--- src/rtl/seq_lock_pkg.sv ---
// seq_lock_pkg
//   Shared definitions for the parametrised sequential lock.
//   - state_t       : FSM state encoding (ENTER..LOCKOUT), codes 6-7 unused
//   - DEF_*         : default values for the lock parameters
//   - codeDigit()   : extracts digit idx from a packed code word
package seq_lock_pkg;

  typedef enum logic [2:0] {
    ST_ENTER   = 3'd0,
    ST_OPEN    = 3'd1,
    ST_CLOSED  = 3'd2,
    ST_ERROR   = 3'd3,
    ST_PROG    = 3'd4,
    ST_LOCKOUT = 3'd5
  } state_t;

  localparam int          DEF_NUM_DIGITS     = 6;
  localparam int          DEF_DIGIT_W        = 4;
  localparam int          DEF_MAX_DIGIT      = 9;
  localparam logic [23:0] DEF_CODE           = 24'h137234;
  localparam int          DEF_MAX_FAIL       = 3;
  localparam int          DEF_LOCKOUT_CYCLES = 16;

  // Widest code / digit the helper can handle; callers widen their code
  // word to MAX_CODE_W and truncate the result back to their digit width.
  localparam int MAX_CODE_W  = 64;
  localparam int MAX_DIGIT_W = 16;

  // Digit idx of a code whose digit i lives at [i*digitW +: digitW].
  function automatic logic [MAX_DIGIT_W-1:0] codeDigit(
    input logic [MAX_CODE_W-1:0] code,
    input int                    idx,
    input int                    digitW
  );
    logic [MAX_CODE_W-1:0] mask;
    mask = (MAX_CODE_W'(1) << digitW) - MAX_CODE_W'(1);
    return MAX_DIGIT_W'((code >> (idx * digitW)) & mask);
  endfunction

endpackage

--- src/rtl/seq_lock_param_if.sv ---
// seq_lock_param_if
//   Bundles the keypad-side controls and the display-side status of the lock.
//   Inputs to the lock : digit_valid, digit, prog_en, relock, clear
//   Outputs of the lock: present_state, open, closed, error, locked_out,
//                        digit_idx, fail_cnt
//   master modport = the driver of the keypad side, slave = the lock itself.
interface seq_lock_param_if #(
  parameter int NUM_DIGITS = 6,
  parameter int DIGIT_W    = 4,
  parameter int MAX_FAIL   = 3
);
  localparam int IDX_W  = $clog2(NUM_DIGITS + 1);
  localparam int FAIL_W = $clog2(MAX_FAIL + 1);

  logic               digit_valid;
  logic [DIGIT_W-1:0] digit;
  logic               prog_en;
  logic               relock;
  logic               clear;

  logic [2:0]         present_state;
  logic               open;
  logic               closed;
  logic               error;
  logic               locked_out;
  logic [IDX_W-1:0]   digit_idx;
  logic [FAIL_W-1:0]  fail_cnt;

  modport master (
    output digit_valid, digit, prog_en, relock, clear,
    input  present_state, open, closed, error, locked_out, digit_idx, fail_cnt
  );

  modport slave (
    input  digit_valid, digit, prog_en, relock, clear,
    output present_state, open, closed, error, locked_out, digit_idx, fail_cnt
  );
endinterface

--- src/rtl/lockout_timer.sv ---
// lockout_timer
//   Down-counter that times the lockout period.
//   clk    : rising-edge clock
//   reset  : synchronous active-high reset (count -> 0)
//   i_load : load CYCLES-1 this edge
//   o_done : count has reached 0
module lockout_timer #(
  parameter int CYCLES = 16
) (
  input  logic clk,
  input  logic reset,
  input  logic i_load,
  output logic o_done
);
  localparam int CNT_W = $clog2(CYCLES + 1);

  logic [CNT_W-1:0] r_count;

  // Loading CYCLES-1 gives exactly CYCLES cycles with the count visible
  // before o_done lets the lock leave on the following edge.
  always_ff @(posedge clk) begin
    if (reset) begin
      r_count <= '0;
    end else if (i_load) begin
      r_count <= CNT_W'(CYCLES - 1);
    end else if (r_count != '0) begin
      r_count <= r_count - CNT_W'(1);
    end
  end

  assign o_done = (r_count == '0);
endmodule

--- src/rtl/seq_lock_param.sv ---
// seq_lock_param
//   Programmable digit-sequence lock with failure counting and timed lockout.
//   clk   : rising-edge clock
//   reset : synchronous active-high reset
//   bus   : seq_lock_param_if.slave (keypad controls in, display status out)
module seq_lock_param
  import seq_lock_pkg::*;
#(
  parameter int                               NUM_DIGITS     = DEF_NUM_DIGITS,
  parameter int                               DIGIT_W        = DEF_DIGIT_W,
  parameter int                               MAX_DIGIT      = DEF_MAX_DIGIT,
  parameter logic [NUM_DIGITS*DIGIT_W-1:0]    DEFAULT_CODE   = DEF_CODE,
  parameter int                               MAX_FAIL       = DEF_MAX_FAIL,
  parameter int                               LOCKOUT_CYCLES = DEF_LOCKOUT_CYCLES
) (
  input logic             clk,
  input logic             reset,
  seq_lock_param_if.slave bus
);
  localparam int IDX_W  = $clog2(NUM_DIGITS + 1);
  localparam int FAIL_W = $clog2(MAX_FAIL + 1);
  localparam int CODE_W = NUM_DIGITS * DIGIT_W;

  localparam logic [IDX_W-1:0]   LAST_IDX  = IDX_W'(NUM_DIGITS - 1);
  localparam logic [FAIL_W-1:0]  FAIL_SAT  = FAIL_W'(MAX_FAIL);
  localparam logic [DIGIT_W-1:0] DIGIT_MAX = DIGIT_W'(MAX_DIGIT);

  state_t              r_state,     w_stateNext;
  logic [IDX_W-1:0]    r_digitIdx,  w_digitIdxNext;
  logic [FAIL_W-1:0]   r_failCnt,   w_failCntNext;
  logic                r_mismatch,  w_mismatchNext;
  logic [CODE_W-1:0]   r_code,      w_codeNext;
  logic [CODE_W-1:0]   r_shadow,    w_shadowNext;

  logic                w_digitBad;
  logic [DIGIT_W-1:0]  w_codeDigit;
  logic [FAIL_W-1:0]   w_failInc;
  logic [CODE_W-1:0]   w_shadowWr;
  logic                w_anyMismatch;
  logic                w_timerLoad;
  logic                w_timerDone;

  assign w_digitBad  = (bus.digit > DIGIT_MAX);
  assign w_codeDigit = DIGIT_W'(codeDigit(MAX_CODE_W'(r_code), int'(r_digitIdx), DIGIT_W));
  assign w_failInc   = (r_failCnt == FAIL_SAT) ? r_failCnt : r_failCnt + FAIL_W'(1);

  lockout_timer #(
    .CYCLES (LOCKOUT_CYCLES)
  ) u_timer (
    .clk    (clk),
    .reset  (reset),
    .i_load (w_timerLoad),
    .o_done (w_timerDone)
  );

  always_ff @(posedge clk) begin
    if (reset) begin
      r_state    <= ST_ENTER;
      r_digitIdx <= '0;
      r_failCnt  <= '0;
      r_mismatch <= 1'b0;
      r_code     <= DEFAULT_CODE;
      r_shadow   <= DEFAULT_CODE;
    end else begin
      r_state    <= w_stateNext;
      r_digitIdx <= w_digitIdxNext;
      r_failCnt  <= w_failCntNext;
      r_mismatch <= w_mismatchNext;
      r_code     <= w_codeNext;
      r_shadow   <= w_shadowNext;
    end
  end

  // Programming edits a shadow copy; the live code only changes when the
  // last digit lands, so an aborted pass leaves the old code intact.
  // The mismatch flag is sticky over the whole entry so the wrong
  // position is never revealed by an early exit.
  always_comb begin
    w_stateNext    = r_state;
    w_digitIdxNext = r_digitIdx;
    w_failCntNext  = r_failCnt;
    w_mismatchNext = r_mismatch;
    w_codeNext     = r_code;
    w_shadowNext   = r_shadow;
    w_timerLoad    = 1'b0;

    w_shadowWr = (r_state == ST_OPEN) ? r_code : r_shadow;
    w_shadowWr[int'(r_digitIdx)*DIGIT_W +: DIGIT_W] = bus.digit;
    w_anyMismatch = r_mismatch | (bus.digit != w_codeDigit);

    case (r_state)
      ST_ENTER: begin
        if (bus.digit_valid) begin
          if (w_digitBad) begin
            w_stateNext    = ST_ERROR;
            w_failCntNext  = w_failInc;
            w_digitIdxNext = '0;
            w_mismatchNext = 1'b0;
          end else if (r_digitIdx == LAST_IDX) begin
            w_digitIdxNext = '0;
            w_mismatchNext = 1'b0;
            if (w_anyMismatch) begin
              w_stateNext   = ST_CLOSED;
              w_failCntNext = w_failInc;
            end else begin
              w_stateNext   = ST_OPEN;
              w_failCntNext = '0;
            end
          end else begin
            w_digitIdxNext = r_digitIdx + IDX_W'(1);
            w_mismatchNext = w_anyMismatch;
          end
        end
      end

      ST_OPEN, ST_PROG: begin
        if ((r_state == ST_OPEN) && bus.relock) begin
          w_stateNext = ST_ENTER;
        end else if (bus.digit_valid && (r_state == ST_PROG || bus.prog_en)) begin
          if (w_digitBad) begin
            w_stateNext    = ST_ERROR;
            w_digitIdxNext = '0;
          end else if (r_digitIdx == LAST_IDX) begin
            w_stateNext    = ST_OPEN;
            w_codeNext     = w_shadowWr;
            w_shadowNext   = w_shadowWr;
            w_digitIdxNext = '0;
          end else begin
            w_stateNext    = ST_PROG;
            w_shadowNext   = w_shadowWr;
            w_digitIdxNext = r_digitIdx + IDX_W'(1);
          end
        end
      end

      ST_CLOSED, ST_ERROR: begin
        if (bus.clear) begin
          if (r_failCnt == FAIL_SAT) begin
            w_stateNext = ST_LOCKOUT;
            w_timerLoad = 1'b1;
          end else begin
            w_stateNext = ST_ENTER;
          end
        end
      end

      ST_LOCKOUT: begin
        if (w_timerDone) begin
          w_stateNext   = ST_ENTER;
          w_failCntNext = '0;
        end
      end

      default: begin
        w_stateNext    = ST_ENTER;
        w_digitIdxNext = '0;
        w_mismatchNext = 1'b0;
      end
    endcase
  end

  assign bus.present_state = r_state;
  assign bus.open          = (r_state == ST_OPEN);
  assign bus.closed        = (r_state == ST_CLOSED);
  assign bus.error         = (r_state == ST_ERROR);
  assign bus.locked_out    = (r_state == ST_LOCKOUT);
  assign bus.digit_idx     = r_digitIdx;
  assign bus.fail_cnt      = r_failCnt;
endmodule
--- src/flat_wrapper.sv ---
// flat-port wrapper written by rule: the top's interface ports become plain ports
module seq_lock_param_flat import seq_lock_pkg::*;
#(
  parameter int                               NUM_DIGITS     = DEF_NUM_DIGITS,
  parameter int                               DIGIT_W        = DEF_DIGIT_W,
  parameter int                               MAX_DIGIT      = DEF_MAX_DIGIT,
  parameter logic [NUM_DIGITS*DIGIT_W-1:0]    DEFAULT_CODE   = DEF_CODE,
  parameter int                               MAX_FAIL       = DEF_MAX_FAIL,
  parameter int                               LOCKOUT_CYCLES = DEF_LOCKOUT_CYCLES
)
  (clk, reset, bus_digit_valid, bus_digit, bus_prog_en, bus_relock, bus_clear, bus_present_state, bus_open, bus_closed, bus_error, bus_locked_out, bus_digit_idx, bus_fail_cnt);
  seq_lock_param_if #(.NUM_DIGITS(NUM_DIGITS), .DIGIT_W(DIGIT_W), .MAX_FAIL(MAX_FAIL)) bus_i ();
  input logic clk;
  input logic reset;
  input wire logic [$bits(bus_i.digit_valid)-1:0] bus_digit_valid;
  input wire logic [$bits(bus_i.digit)-1:0] bus_digit;
  input wire logic [$bits(bus_i.prog_en)-1:0] bus_prog_en;
  input wire logic [$bits(bus_i.relock)-1:0] bus_relock;
  input wire logic [$bits(bus_i.clear)-1:0] bus_clear;
  output wire logic [$bits(bus_i.present_state)-1:0] bus_present_state;
  output wire logic [$bits(bus_i.open)-1:0] bus_open;
  output wire logic [$bits(bus_i.closed)-1:0] bus_closed;
  output wire logic [$bits(bus_i.error)-1:0] bus_error;
  output wire logic [$bits(bus_i.locked_out)-1:0] bus_locked_out;
  output wire logic [$bits(bus_i.digit_idx)-1:0] bus_digit_idx;
  output wire logic [$bits(bus_i.fail_cnt)-1:0] bus_fail_cnt;
  assign bus_i.digit_valid = bus_digit_valid;
  assign bus_i.digit = bus_digit;
  assign bus_i.prog_en = bus_prog_en;
  assign bus_i.relock = bus_relock;
  assign bus_i.clear = bus_clear;
  assign bus_present_state = bus_i.present_state;
  assign bus_open = bus_i.open;
  assign bus_closed = bus_i.closed;
  assign bus_error = bus_i.error;
  assign bus_locked_out = bus_i.locked_out;
  assign bus_digit_idx = bus_i.digit_idx;
  assign bus_fail_cnt = bus_i.fail_cnt;
  seq_lock_param #(.NUM_DIGITS(NUM_DIGITS), .DIGIT_W(DIGIT_W), .MAX_DIGIT(MAX_DIGIT), .DEFAULT_CODE(DEFAULT_CODE), .MAX_FAIL(MAX_FAIL), .LOCKOUT_CYCLES(LOCKOUT_CYCLES)) u_core (.clk(clk), .reset(reset), .bus(bus_i));
endmodule
--- config.mk ---
export PLATFORM = sky130hd
export DESIGN_NAME = seq_lock_param_flat
export DESIGN_NICKNAME = d
export VERILOG_FILES = /design/src/rtl/seq_lock_pkg.sv /design/src/rtl/seq_lock_param_if.sv /design/src/rtl/lockout_timer.sv /design/src/rtl/seq_lock_param.sv /design/src/flat_wrapper.sv
export SDC_FILE = /design/constraint.sdc
export NUM_CORES = 1
export LEC_CHECK = 0
export ABC_AREA = 1
export CELL_PAD_IN_SITES_DETAIL_PLACEMENT = 0
export CELL_PAD_IN_SITES_GLOBAL_PLACEMENT = 1
export CORE_MARGIN = 2
export CORE_UTILIZATION = 30
export DETAILED_ROUTE_END_ITERATION = 16
export PLACE_DENSITY_LB_ADDON = 0.1
export RECOVER_POWER = 25
export SKIP_LAST_GASP = 1
export SYNTH_ARGS = -nofsm -noshare
export SYNTH_HDL_FRONTEND = slang
export SYNTH_SLANG_ARGS = --single-unit
--- constraint.sdc ---
create_clock -name clk -period 4.1 [get_ports clk]
set_clock_uncertainty 0.2 [all_clocks]
set_input_delay 0.82 -clock clk [delete_from_list [all_inputs] [get_ports clk]]
set_output_delay 0.82 -clock clk [all_outputs]
set_load 0.01 [all_outputs]
### After elaboration in Yosys (flattened, before gate mapping)

Cells that the tools add are included.

| word-level totals | value |
|---|---|
| input bits | 10 |
| output and inout port bits | 12 |
| bits in registers | 62 |
| word-level logic and storage cells | 91 |

| cells by class | value |
|---|---|
| magnitude comparators | 1 |
| $add $sub $neg | 4 |
| reduce and logical (&&, ||, !) cells | 19 |
| shift-type cells | 3 |
| eq/ne operators | 15 |
| multiplexer cells | 36 |
| bitwise logic cells | 5 |

Operators with widths:

| cell | count |
|---|---|
| two-way mux 3 bit | 15 |
| negator 5 -> 33 bit | 1 |
| variable shift 4 x 33 -> 24 bit (first input constant) | 1 |
| indexed part select 4 x 33 -> 24 bit | 1 |
| bitwise mux 24 bit | 1 |
| two-way mux 24 bit | 1 |
| right shift 24 x 5 -> 4 bit | 1 |
| two-way mux 2 bit | 7 |
| case mux 3 bit (4 select lines) | 1 |
| AND reduction 4 bit | 3 |
| AND reduction 5 bit | 2 |
| equality test 3 bit (second input constant) | 3 |
| case mux 3 bit (3 select lines) | 1 |
| two-way mux 4 bit | 2 |
| equality test 3 x 2 -> 1 bit (second input constant) | 2 |
| two-way mux 1 bit | 6 |
| != test 2 bit (second input constant) | 3 |
| != test 3 x 1 -> 1 bit (second input constant) | 2 |
| OR reduction 2 bit | 3 |
| logical NOT 5 bit | 1 |
| nonzero test 5 bit | 1 |
| OR reduction 5 bit | 1 |
| subtractor 5 x 1 -> 5 bit (second input constant) | 1 |
| greater-than comparator 4 bit (second input constant) | 1 |
| other kinds (16) | 22 |

### Logic depth before layout (Yosys ltp)

| logic depth | value |
|---|---|
| depth after elaboration | 8 |
| gate-level depth with buffers | 17 |
| depth with buffers taken out | 15 |

### By module

Synthesis repeated with hierarchy kept, for this count alone.

| unflattened totals | value |
|---|---|
| cells, all modules | 519 |
| area, all modules | 3414.5 sq um |

Modules (own cells, without submodules):

| module | seq. area each (sq um) | instances | cells an instance | area an instance (sq um) |
|---|---|---|---|---|
| seq_lock_param | 1141.1 | 1 | 476 | 3120.5 |
| lockout_timer | 100.1 | 1 | 43 | 294.0 |

### Worst setup path before layout

Ideal clock, no wire load.

| path | value |
|---|---|
| kind | register to register |
| start point | register u_core.r_digitIdx[0], in the netlist u_core.bus.digit_idx[0] |
| end point | register u_core.r_code[12] |
| path slack | 1.792 ns |
| cell stages (with the launch flop) | 13 |
| arrival time | 1.965 ns |
| library setup time | 0.143 ns |
| path through | dfxtp_1 -> buf_6 -> inv_2 -> buf_6 -> ha_1 -> ha_1 -> inv_1 -> nor2_1 -> nand2_1 -> o21ai_0 -> a21oi_1 -> o21ai_0 -> o221ai_1 |

| between the ends | value |
|---|---|
| word-level cells in the longest chain between the ends | 3 |
| elaborated cells on any way between the ends | 6 |
| those cells by class | add/sub (1); eq/ne (1); shift (2); mux (1); reduce/logical (1) |

Ends and longest elaborated chain:

| item | line | RTL |
|---|---|---|
| from (decl) | seq_lock_param.sv:29 | `logic [IDX_W-1:0] r_digitIdx, w_digitIdxNext;` |
| from (signal assigned) | seq_lock_param.sv:66 | `r_digitIdx <= w_digitIdxNext;` |
| negator 5 -> 33 bit | seq_lock_param.sv:88 | `w_shadowWr[int'(r_digitIdx)*DIGIT_W +: DIGIT_W] = bus.digit;` |
| indexed part select 4 x 33 -> 24 bit / variable shift 4 x 33 -> 24 bit (equally long branches) | seq_lock_param.sv:88 |  |
| bitwise mux 24 bit | seq_lock_param.sv:88 |  |
| to (signal assigned) | seq_lock_param.sv:69 | `r_code <= w_codeNext;` |
| to (decl) | seq_lock_param.sv:32 | `logic [CODE_W-1:0] r_code, w_codeNext;` |

Several ways; a longest one is shown, not always the timed one.
A chain may end at the register's enable or synchronous reset.

==> results.py <==
metrics = {
    "outcome": {
        "status": "finished clean",
    },
    "pwr": {
        "seqPwrFrac_pct": 35.1,
        "power.share.switching_pct": 41.9,
        "leakagePower_uw": 0.00170,
        "p_clk_share_pct": 22.8,
        "p_sw_uw": 862,
        "peakVddDrop_uv": 231,
        "p_comb_share_pct": 42.1,
        "p_int_uw": 1200,
        "power_density_mw_per_mm2": 540,
    },
    "floorplanning": {
        "core-area_sq_mm": 0.0109,
        "fp.dieH_um": 110,
        "num_rows": 38,
        "initial_core_util_pct": 31.0,
        "die_w_um": 110,
        "die_area_sq_mm": 0.0121,
        "io_pins": 22,
    },
    "timing": {
        "worst_pin_slew_ns": 1.02,
        "slew_violations": 0,
        "finalSetupViolCount": 0,
        "max_freq_ghz": 0.319,
        "finalCritPeriodShare_pct": 76.4,
        "period_needed_ns": 3.13,
        "tns_ns": 0,
        "finalHoldViolations": 0,
        "relSlewSlack_pct": 32.3,
        "fin_hold_ws_ns": 0.275,
        "rsz0062_at_grt": "no",
    },
    "cells_and_area": {
        "fin_cells": 651,
        "post-route-util_pct": 35.0,
        "area_delta_synth_final_pct": 13.0,
        "nNetsFinal": 524,
        "drive_above_1_share_pct": 8.02,
        "diodes": 0,
        "final_area_sq_mm": 0.00381,
    },
    "logic_synthesis": {
        "synth_cells": 490,
        "synthFlopType": "dfxtp_1",
        "synth_top_area_share_pct": 36.8,
        "yosys.area.top_type": "dfxtp_1",
        "synth-edff-count": 0,
        "synth_fp_nets": 506,
        "netlist_top_cells_area": "dfxtp_1, nand2_1, o21ai_0",
        "synth_warnings": 0,
        "avgSynthCellArea_sq_um": 6.88,
        "netlist_area_sq_mm": 0.00337,
        "ys_seq_elements": 62,
        "yosysMostFrequentCell": "nand2_1",
        "synth_common_cells": "nand2_1, dfxtp_1, nor2_1",
        "yosysUniqueCellTypes": 38,
        "synthArstFlopShare_pct": 0,
        "yosysSeqAreaShare_pct": 36.8,
    },
    "placed_design": {
        "dpl.cell_count": 637,
        "dpl-instance-area_sq_mm": 0.00367,
        "gp_congestion": 0.831,
        "place.port_buffers": 21,
        "dp_hpwl_um": 6990,
    },
    "detailed_routing": {
        "dr.first_iter.drc_count": 199,
        "vias": 3223,
        "avgRoutedWirePerCell_um": 16.2,
        "vias_per_cell": 4.95,
        "routed_wl_um": 10600,
        "drtAntennaViolNets": 0,
        "drt_first_pass_iters": 4,
        "drc": 0,
    },
    "global_routing": {
        "grt_max_degree": 30,
        "grt_pass1_wl_um": 17000,
        "overflow": 0,
        "grt_usage_pct": 19.0,
        "grt_pass1_vias": 3142,
        "antenna_found_initial": 0,
    },
    "clocking": {
        "clk_path_buf_depth": 2,
        "clockRootBuffer": "clkbuf_8",
        "cts_max_level": 3,
        "cts_made_buffers": 9,
        "cts_hold_buf": 0,
        "cts_tree": "built",
        "cts.sinks": 62,
        "cts_resized": 0,
        "postCtsSetupRepairBufs": 0,
        "clock_latency_ns": 0.36,
        "path_clk_slew_ns": 0.07,
    },
    "critical_path": {
        "critical_path_required_ns": 4.12,
        "worst_setup_path_start_kind": "input pin",
        "crit_family": "buffers and inverters",
        "path_buf_inv": 4,
        "cp-end-kind": "register",
        "cpPeakStageDelay_ns": 0.75,
        "crit_arrival_ns": 3.16,
        "critPathMaxFanout": 22,
        "path_class": "input pin to register",
        "crit_chain": "dlygate4sd3_1 -> clkbuf_1 -> inv_1 -> buf_4 -> o21ai_0 -> a22oi_1",
        "cp_slowest_cell": "clkbuf_1",
    },
    "run": {
        "cap_violations": 0,
    },
    "worst_hold_path": {
        "min_path_type": "register to register",
    },
}
[path summary, 6_finish.rpt]
| kind | from | end | slack, ns | depth (start not counted) |
|---|---|---|---|---|
| hold / removal | u_core.r_shadow[16]$_SDFFE_PP1N_ | u_core.r_shadow[16]$_SDFFE_PP1N_ | 0.28 | 2 |
| setup reg to reg | u_core.bus.digit_idx[1]$_SDFFE_PP0P_ | u_core.r_code[15]$_SDFFE_PP0P_ | 1.42 | 10 |
| hold reg to reg | u_core.r_shadow[16]$_SDFFE_PP1N_ | u_core.r_shadow[16]$_SDFFE_PP1N_ | 0.28 | 2 |
| setup / recovery | reset | u_core.r_code[7]$_SDFFE_PP0P_ | 0.97 | 6 |
[cell families (layout without fill, tap and decap cells)]
family                   after synthesis  in the layout  share of synthesized area [%]
XOR/XNOR                               2              2                          0.519
AND/OR/NAND/NOR                      214            214                           27.0
AO/OA/AOI/OAI                        127            127                           22.7
buffers and inverters                 79            100                           10.8
adder cells (fa/ha/maj)                6              6                           2.23
flip-flops                            62             62                           36.8
[layout by cell type, fill, tap and decap left out, types with 10 or more instances in the layout]
| cell | netlist | final |
|---|---|---|
| nand2_1 | 111 | 111 |
| dfxtp_1 | 62 | 62 |
| nor2_1 | 53 | 53 |
| inv_1 | 49 | 49 |
| o21ai_0 | 40 | 41 |
| a21oi_1 | 32 | 32 |
| nand3_1 | 28 | 28 |
| o211ai_1 | 17 | 17 |
| clkdlybuf4s50_1 | 0 | 12 |
| clkbuf_8 | 0 | 10 |
[stage by stage]
stage / setup slack, ns / power (uW)
2_1_floorplan: 1.79 / 1380
3_3_place_gp: 1.19 / 1610
3_5_place_dp: 1.08 / 1610
4_1_cts: 0.995 / 2090
5_1_grt: 0.762 / 2240
6_report: 0.967 / 2060
[flip-flops by register name, indices dropped and copies added, names as in the netlist]
register                  cells
u_core.bus.digit_idx          3
u_core.bus.fail_cnt           2
u_core.bus.present_state      3
u_core.r_code                24
u_core.r_mismatch             1
u_core.r_shadow              24
u_core.u_timer.r_count        5
[cell type report]
cell class / instances / area [sq um]
Inverter: 58 / 220
Timing Repair Buffer: 28 / 255
Clock buffer: 12 / 145
Fill cell: 1174 / 7080
Sequential cell: 62 / 1240
Multi-Input combinational cell: 349 / 1770
Clock inverter: 2 / 10.0
Tap cell: 140 / 175
[metal layers]
metal,vias to the layer above,global-route usage (%),wire [um]
met1,1488,24.8,5170
li1,1666,-,-
met5,-,0,0
met2,54,30.5,4850
met3,15,5.11,337
met4,0,5.52,197
[power groups by stage]
stage	sequential (uW)	clock (uW)	combinational [uW]
finish	723	469	866
detailed placement	737	0	878
CTS	724	491	880
global placement	738	0	876
global route	733	513	989
floorplan	734	0	642
[worst min-delay path, stage by stage (launching register included)]
cell and delay (ns):
dfxtp_1 0.33, a21oi_1 0.06, nand2_1 0.06
Power figures use the tool's default switching activity.
